$ cat config.mk
export PLATFORM = sky130hd
export DESIGN_NAME = vpp_avg
export DESIGN_NICKNAME = d
export VERILOG_FILES = /design/src/rtl/vpp_avg.sv
export SDC_FILE = /design/constraint.sdc
export NUM_CORES = 1
export LEC_CHECK = 0
export CAP_MARGIN = 25
export CORE_UTILIZATION = 50
export CTS_BUF_LIST = sky130_fd_sc_hd__clkbuf_8 sky130_fd_sc_hd__clkbuf_16
export CTS_CLUSTER_DIAMETER = 80
export DETAILED_ROUTE_END_ITERATION = 7
export MAX_ROUTING_LAYER = met4
export PLACE_DENSITY = 0.68
export SLEW_MARGIN = 20
export SYNTH_ARGS = -nofsm -noshare
export SYNTH_HDL_FRONTEND = slang
export SYNTH_SLANG_ARGS = --single-unit
$ cat constraint.sdc
create_clock -name clk_fs -period 6.9 [get_ports clk_fs]
set_input_delay 0.69 -clock clk_fs [delete_from_list [all_inputs] [get_ports clk_fs]]
set_output_delay 0.69 -clock clk_fs [all_outputs]
set_load 0.005 [all_outputs]
$ cat src/rtl/vpp_avg.sv
// vpp_avg: running mean of the last 2**avg_log2 peak-to-peak window results.
// Defining VPP_AVG_MID_EN adds a (max+min)/2 midpoint path averaged in lockstep.
module vpp_avg #(
    parameter int data_bit_width = 12,
    parameter int avg_log2       = 3
) (
    input  logic                      clk_fs,
    input  logic                      rst,
    input  logic                      irq,
    input  logic [data_bit_width-1:0] vpp,
    input  logic                      clear,
`ifdef VPP_AVG_MID_EN
    input  logic [data_bit_width-1:0] max,
    input  logic [data_bit_width-1:0] min,
    output logic [data_bit_width-1:0] mid_avg,
`endif
    output logic [data_bit_width-1:0] avg,
    output logic                      avg_valid,
    output logic                      filled,
    output logic [avg_log2:0]         sample_cnt
);

    localparam int DEPTH = 1 << avg_log2;
    localparam int SUM_W = data_bit_width + avg_log2;

    typedef logic [SUM_W-1:0]          sum_t;
    typedef logic [data_bit_width-1:0] data_t;
    typedef logic [avg_log2-1:0]       ptr_t;
    typedef logic [avg_log2:0]         cnt_t;

    localparam ptr_t PTR_STEP = ptr_t'(1);
    localparam cnt_t CNT_STEP = cnt_t'(1);
    localparam cnt_t CNT_LAST = cnt_t'(DEPTH - 1);

    localparam logic [0:0] ST_FILL = 1'b0;
    localparam logic [0:0] ST_RUN  = 1'b1;

    logic       state;
    logic       irq_d;
    logic       capture;
    data_t      vpp_cap;
    logic       cap_vld;
    logic       upd_vld;
    logic       commit;
    sum_t       sum;
    ptr_t       wr_ptr;
    data_t      old_vpp;
    data_t      hist_mem [DEPTH];

    assign capture = irq & ~irq_d;
    assign filled  = (state == ST_RUN);
    assign commit  = cap_vld & ~clear & ~rst;

    // Until the window is full the slot being overwritten holds stale data,
    // so its contribution to the sum is masked to zero.
    assign old_vpp = filled ? hist_mem[wr_ptr] : '0;

    always_ff @(posedge clk_fs) begin
        if (rst) begin
            irq_d   <= 1'b0;
            cap_vld <= 1'b0;
            vpp_cap <= '0;
        end else if (clear) begin
            irq_d   <= irq;
            cap_vld <= 1'b0;
        end else begin
            irq_d   <= irq;
            cap_vld <= capture;
            if (capture) begin
                vpp_cap <= vpp;
            end
        end
    end

    always_ff @(posedge clk_fs) begin
        if (commit) begin
            hist_mem[wr_ptr] <= vpp_cap;
        end
    end

    always_ff @(posedge clk_fs) begin
        if (rst || clear) begin
            sum        <= '0;
            wr_ptr     <= '0;
            sample_cnt <= '0;
            upd_vld    <= 1'b0;
        end else begin
            upd_vld <= cap_vld;
            if (cap_vld) begin
                sum    <= sum + sum_t'(vpp_cap) - sum_t'(old_vpp);
                wr_ptr <= wr_ptr + PTR_STEP;
                if (state == ST_FILL) begin
                    sample_cnt <= sample_cnt + CNT_STEP;
                end
            end
        end
    end

    // Leaving RUN is only possible through clear or rst.
    always_ff @(posedge clk_fs) begin
        if (rst || clear) begin
            state <= ST_FILL;
        end else begin
            case (state)
                ST_FILL: begin
                    if (cap_vld && sample_cnt == CNT_LAST) begin
                        state <= ST_RUN;
                    end
                end
                default: begin
                    state <= ST_RUN;
                end
            endcase
        end
    end

    always_ff @(posedge clk_fs) begin
        if (rst) begin
            avg       <= '0;
            avg_valid <= 1'b0;
        end else if (clear) begin
            avg_valid <= 1'b0;
        end else begin
            avg_valid <= 1'b0;
            if (upd_vld && filled) begin
                avg       <= sum[SUM_W-1:avg_log2];
                avg_valid <= 1'b1;
            end
        end
    end

`ifdef VPP_AVG_MID_EN
    data_t mid_half;
    data_t mid_cap;
    data_t mid_old;
    sum_t  mid_sum;
    data_t mid_mem [DEPTH];

    // One extra bit on the add keeps max+min from wrapping before the halving.
    assign mid_half = data_t'(({1'b0, max} + {1'b0, min}) >> 1);
    assign mid_old  = filled ? mid_mem[wr_ptr] : '0;

    always_ff @(posedge clk_fs) begin
        if (rst) begin
            mid_cap <= '0;
        end else if (!clear && capture) begin
            mid_cap <= mid_half;
        end
    end

    always_ff @(posedge clk_fs) begin
        if (commit) begin
            mid_mem[wr_ptr] <= mid_cap;
        end
    end

    always_ff @(posedge clk_fs) begin
        if (rst || clear) begin
            mid_sum <= '0;
        end else if (cap_vld) begin
            mid_sum <= mid_sum + sum_t'(mid_cap) - sum_t'(mid_old);
        end
    end

    always_ff @(posedge clk_fs) begin
        if (rst) begin
            mid_avg <= '0;
        end else if (!clear && upd_vld && filled) begin
            mid_avg <= mid_sum[SUM_W-1:avg_log2];
        end
    end
`endif

endmodule

==> results_tabular.tex <==
\begin{tabular}{lr}
\hline
Metric & Value \\
\hline
\multicolumn{2}{l}{\textbf{Clocking}} \\
Clock buffer count from CTS & 17 \\
CTS tree & yes \\
CTS hold repair buffers & 0 \\
Post-cts resize count & 0 \\
Clock-pin slew reported for the worst setup and hold paths after clock tree synthesis & 0.06 ns \\
Maximum clock insertion buffer count & 2 \\
Insertion delay of the later-clocked pin in the worst-skew pair & 0.42 ns \\
Setup bufs post-CTS & 0 \\
\# H-tree levels & 4 \\
Clock root buffer master & clkbuf\_16 \\
\# clock sinks & 150 \\
\multicolumn{2}{l}{\textbf{Power}} \\
Power per cell area & 253.7 nW/um\^{}2 \\
Total power draw & between 1.5 and 2 mW \\
IR Drop Worst-Case VDD & roughly 0.00023 V \\
Leak pwr & $\sim$2.7 nW \\
\multicolumn{2}{l}{\textbf{Routing}} \\
Avg WL per Cell & about 18 um \\
ANT nets after route & 0 \\
Total via count after detailed routing & about 4100 \\
Final routed wirelength across all metal layers & 13690 um \\
\# DRC & 0 \\
Number of violations reported at the end of detailed-routing iteration 0 & approximately 280 \\
Via count normalized by instance count & $\sim$5.4 \\
Number of detailed-routing iterations run before antenna repair & 4 \\
\multicolumn{2}{l}{\textbf{Setup path}} \\
CP startpoint kind & register \\
Req. time, crit path & a little over 7 ns \\
Most used cell, CP & mux2i\_1 \\
Delay of the slowest cell on the worst path & approximately 0.74 ns \\
Critical path class & register to register \\
CP max-delay cell & dfxtp\_1 \\
CP Max Fanout & 13 \\
Cells along the critical path & buf\_8 > mux4\_2 > mux2i\_1 > nor2b\_1 > fa\_1 > fa\_1 > nor2b\_4 > o31a\_4 > o221ai\_1 > a21oi\_1 > mux2i\_1 > mux2i\_1 \\
Arrival time at the worst endpoint & a little over 4 ns \\
Worst Setup End Kind & register \\
\multicolumn{2}{l}{\textbf{Finish}} \\
Fraction of final layout cells with drive strength greater than 1 & 14.38\% \\
Filler cell count & slightly above 1000 \\
Layout overhead on the synthesized area & 16.83\% \\
Inserted Diodes & 0 \\
Most common library cell in the layout ignoring fill and taps & edfxtp\_1 \\
Layout Nets & around 620 \\
Most frequent cells in the layout & 96 x edfxtp\_1, 67 x nand2\_1, 58 x inv\_1 \\
\multicolumn{2}{l}{\textbf{Synth}} \\
Number of enable flip-flop cells after synthesis & 96 \\
Cell area after synthesis & about 6700 um\^{}2 \\
Number of unique standard cell types used by synthesis & 55 \\
Warnings from Yosys & 0 \\
Post-synthesis net count & $\sim$580 \\
Synth Flop Type & edfxtp\_1 \\
Count of state elements after synthesis & 150 \\
Synthesized area divided by synthesized cell count & $\sim$13 um\^{}2 \\
Cells after Synth & around 540 \\
Share of synthesized area occupied by flip-flops and latches & 58.99\% \\
Post-synthesis async set-or-reset flop share & 0\% \\
\multicolumn{2}{l}{\textbf{STA}} \\
Endpoints failing hold & 0 \\
Top achievable clock speed & around 260 MHz \\
Worst-case hold slack & 0.4521 ns \\
Final clock period utilization by the worst path & between 50\% and 60\% \\
Worst slew margin relative to its limit & between 40\% and 50\% \\
Setup repair after global routing missed its margin & false \\
Setup-failing EPs final & 0 \\
Sum Neg Setup Slack & 0 ns \\
Clock tree skew after final layout & a little over 0.009 ns \\
Final Max Tran Viols & 0 \\
Transition at the pin with the smallest max-transition slack & about 0.85 ns \\
Final critical delay including setup and external delays & between 3 and 4 ns \\
\multicolumn{2}{l}{\textbf{GRT}} \\
Wire length of the first global-routing pass & 22690 um \\
Number of global-route vias before repair & between 4000 and 5000 \\
Global-route usage over all layers & roughly 22\% \\
Pin count of the biggest net entering global routing & 25 \\
Remaining global-route overflow & 0 \\
Antenna violations before repair & 0 \\
\multicolumn{2}{l}{\textbf{Die}} \\
Total die area & 13910 um\^{}2 \\
Num ports & 34 \\
Overall die height & $\sim$120 um \\
Number of rows created at floorplan & 41 \\
Die W & between 100 and 150 um \\
Starting density of the core & approximately 52\% \\
Area inside the core boundary & about 13000 um\^{}2 \\
\multicolumn{2}{l}{\textbf{Outcome}} \\
Outcome & complete, no violations \\
\multicolumn{2}{l}{\textbf{Worst hold path}} \\
Worst min path class & register to register \\
\multicolumn{2}{l}{\textbf{Run}} \\
Max cap viols & 0 \\
\multicolumn{2}{l}{\textbf{Place}} \\
PortBufs & 33 \\
Routability congestion estimate from global placement & 0.8375 \\
HPWL reported at the end of detailed placement & slightly below 10000 um \\
\hline
\end{tabular}
logic make-up (layout without fill, tap and decap cells):
kind of cell | Yosys count | after routing | share of synthesized area, %
AO/OA/AOI/OAI | 77 | 77 | 7.430
XOR/XNOR | 8 | 8 | 1.043
adder cells (fa/ha/maj) | 29 | 29 | 6.741
buffers and inverters | 77 | 131 | 4.506
flip-flops | 150 | 150 | 58.99
multiplexers | 43 | 43 | 10.88
AND/OR/NAND/NOR | 153 | 153 | 10.41
report_power, final:
| part | switching, mW | internal [mW] | total, mW |
|---|---|---|---|
| logic | 0.0906 | 0.0728 | 0.163 |
| clock network | 0.358 | 0.502 | 0.859 |
| registers | 0.0109 | 0.958 | 0.969 |
| total | 0.459 | 1.53 | 1.99 |
critical path: cells and delay by family (launching register included):
family | cells | cell delay (ns)
compound gates | 3 | 0.51
fa+ha+maj | 2 | 1.00
buf+inv | 1 | 0.24
flops | 1 | 0.74
mux | 4 | 0.96
simple gates | 2 | 0.25
synth_stat cells (3+ instances only):
cell	number	area share [%]
edfxtp_1	96	43
nand2_1	67	3.7
inv_1	56	3.1
dfxtp_1	54	16
nor2_1	39	2.2
a21oi_1	37	2.8
mux4_2	24	8.0
mux2i_1	19	2.8
ha_1	17	3.2
nor2b_1	14	1.3
fa_1	12	3.6
clkbuf_1	11	0.61
o21ai_0	8	0.60
nor3_1	7	0.52
buf_2	5	0.37
nand3_1	5	0.37
xnor2_1	5	0.65
a211oi_1	4	0.45
o21a_1	4	0.45
a31oi_1	3	0.28
buf_1	3	0.17
or3_1	3	0.28
xor2_1	3	0.39
flip-flops by register name, indices dropped and copies added, names as in the netlist, named ones only:
name,cells
avg,12
avg_valid,1
cap_vld,1
filled,1
hist_mem,96
irq_d,1
sample_cnt,4
sum,15
upd_vld,1
vpp_cap,12
wr_ptr,3
area by class of cell:
cell class / instances / area (um^2) / area share, %
Timing Repair Buffer: 43 / 431.7 / 5.499
Clock buffer: 18 / 439.2 / 5.595
Sequential cell: 150 / 3964 / 50.49
Clock inverter: 14 / 112.6 / 1.434
Inverter: 56 / 210.2 / 2.678
Tap cell: 172 / 215.2 / 2.741
Multi-Input combinational cell: 310 / 2477 / 31.56
path summary, 6_finish.rpt:
check	startpoint	end	slack [ns]	depth (start not counted)
setup / recovery	register	sum[14]	3.12	12
hold / removal	avg[9]	avg[9]	0.45	2
setup reg to reg	register	sum[14]	3.12	12
hold reg to reg	avg[9]	avg[9]	0.45	2
per-layer routing:
layer / global-route usage [%] / share of wire [%] / up-vias / routed length (um)
li1: - / - / 1983 / -
met1: 25.97 / 43 / 2061 / 5839
met2: 37.57 / 52 / 87 / 7051
met3: 6.008 / 4.3 / 14 / 585
met4: 6.170 / 1.5 / 0 / 211
met5: - / 0 / - / 0
per-stage QoR:
step	instances	setup WS [ns]	instance area, um^2	utilization, %
2_1_floorplan	537	3.522	6719	-
3_3_place_gp	724	2.668	7209	55.99
3_5_place_dp	730	3.101	7291	56.62
4_1_cts	762	3.070	7843	60.91
5_1_grt	763	2.887	7850	60.97
6_report	763	3.121	7850	60.97
Power figures use the tool's default switching activity.
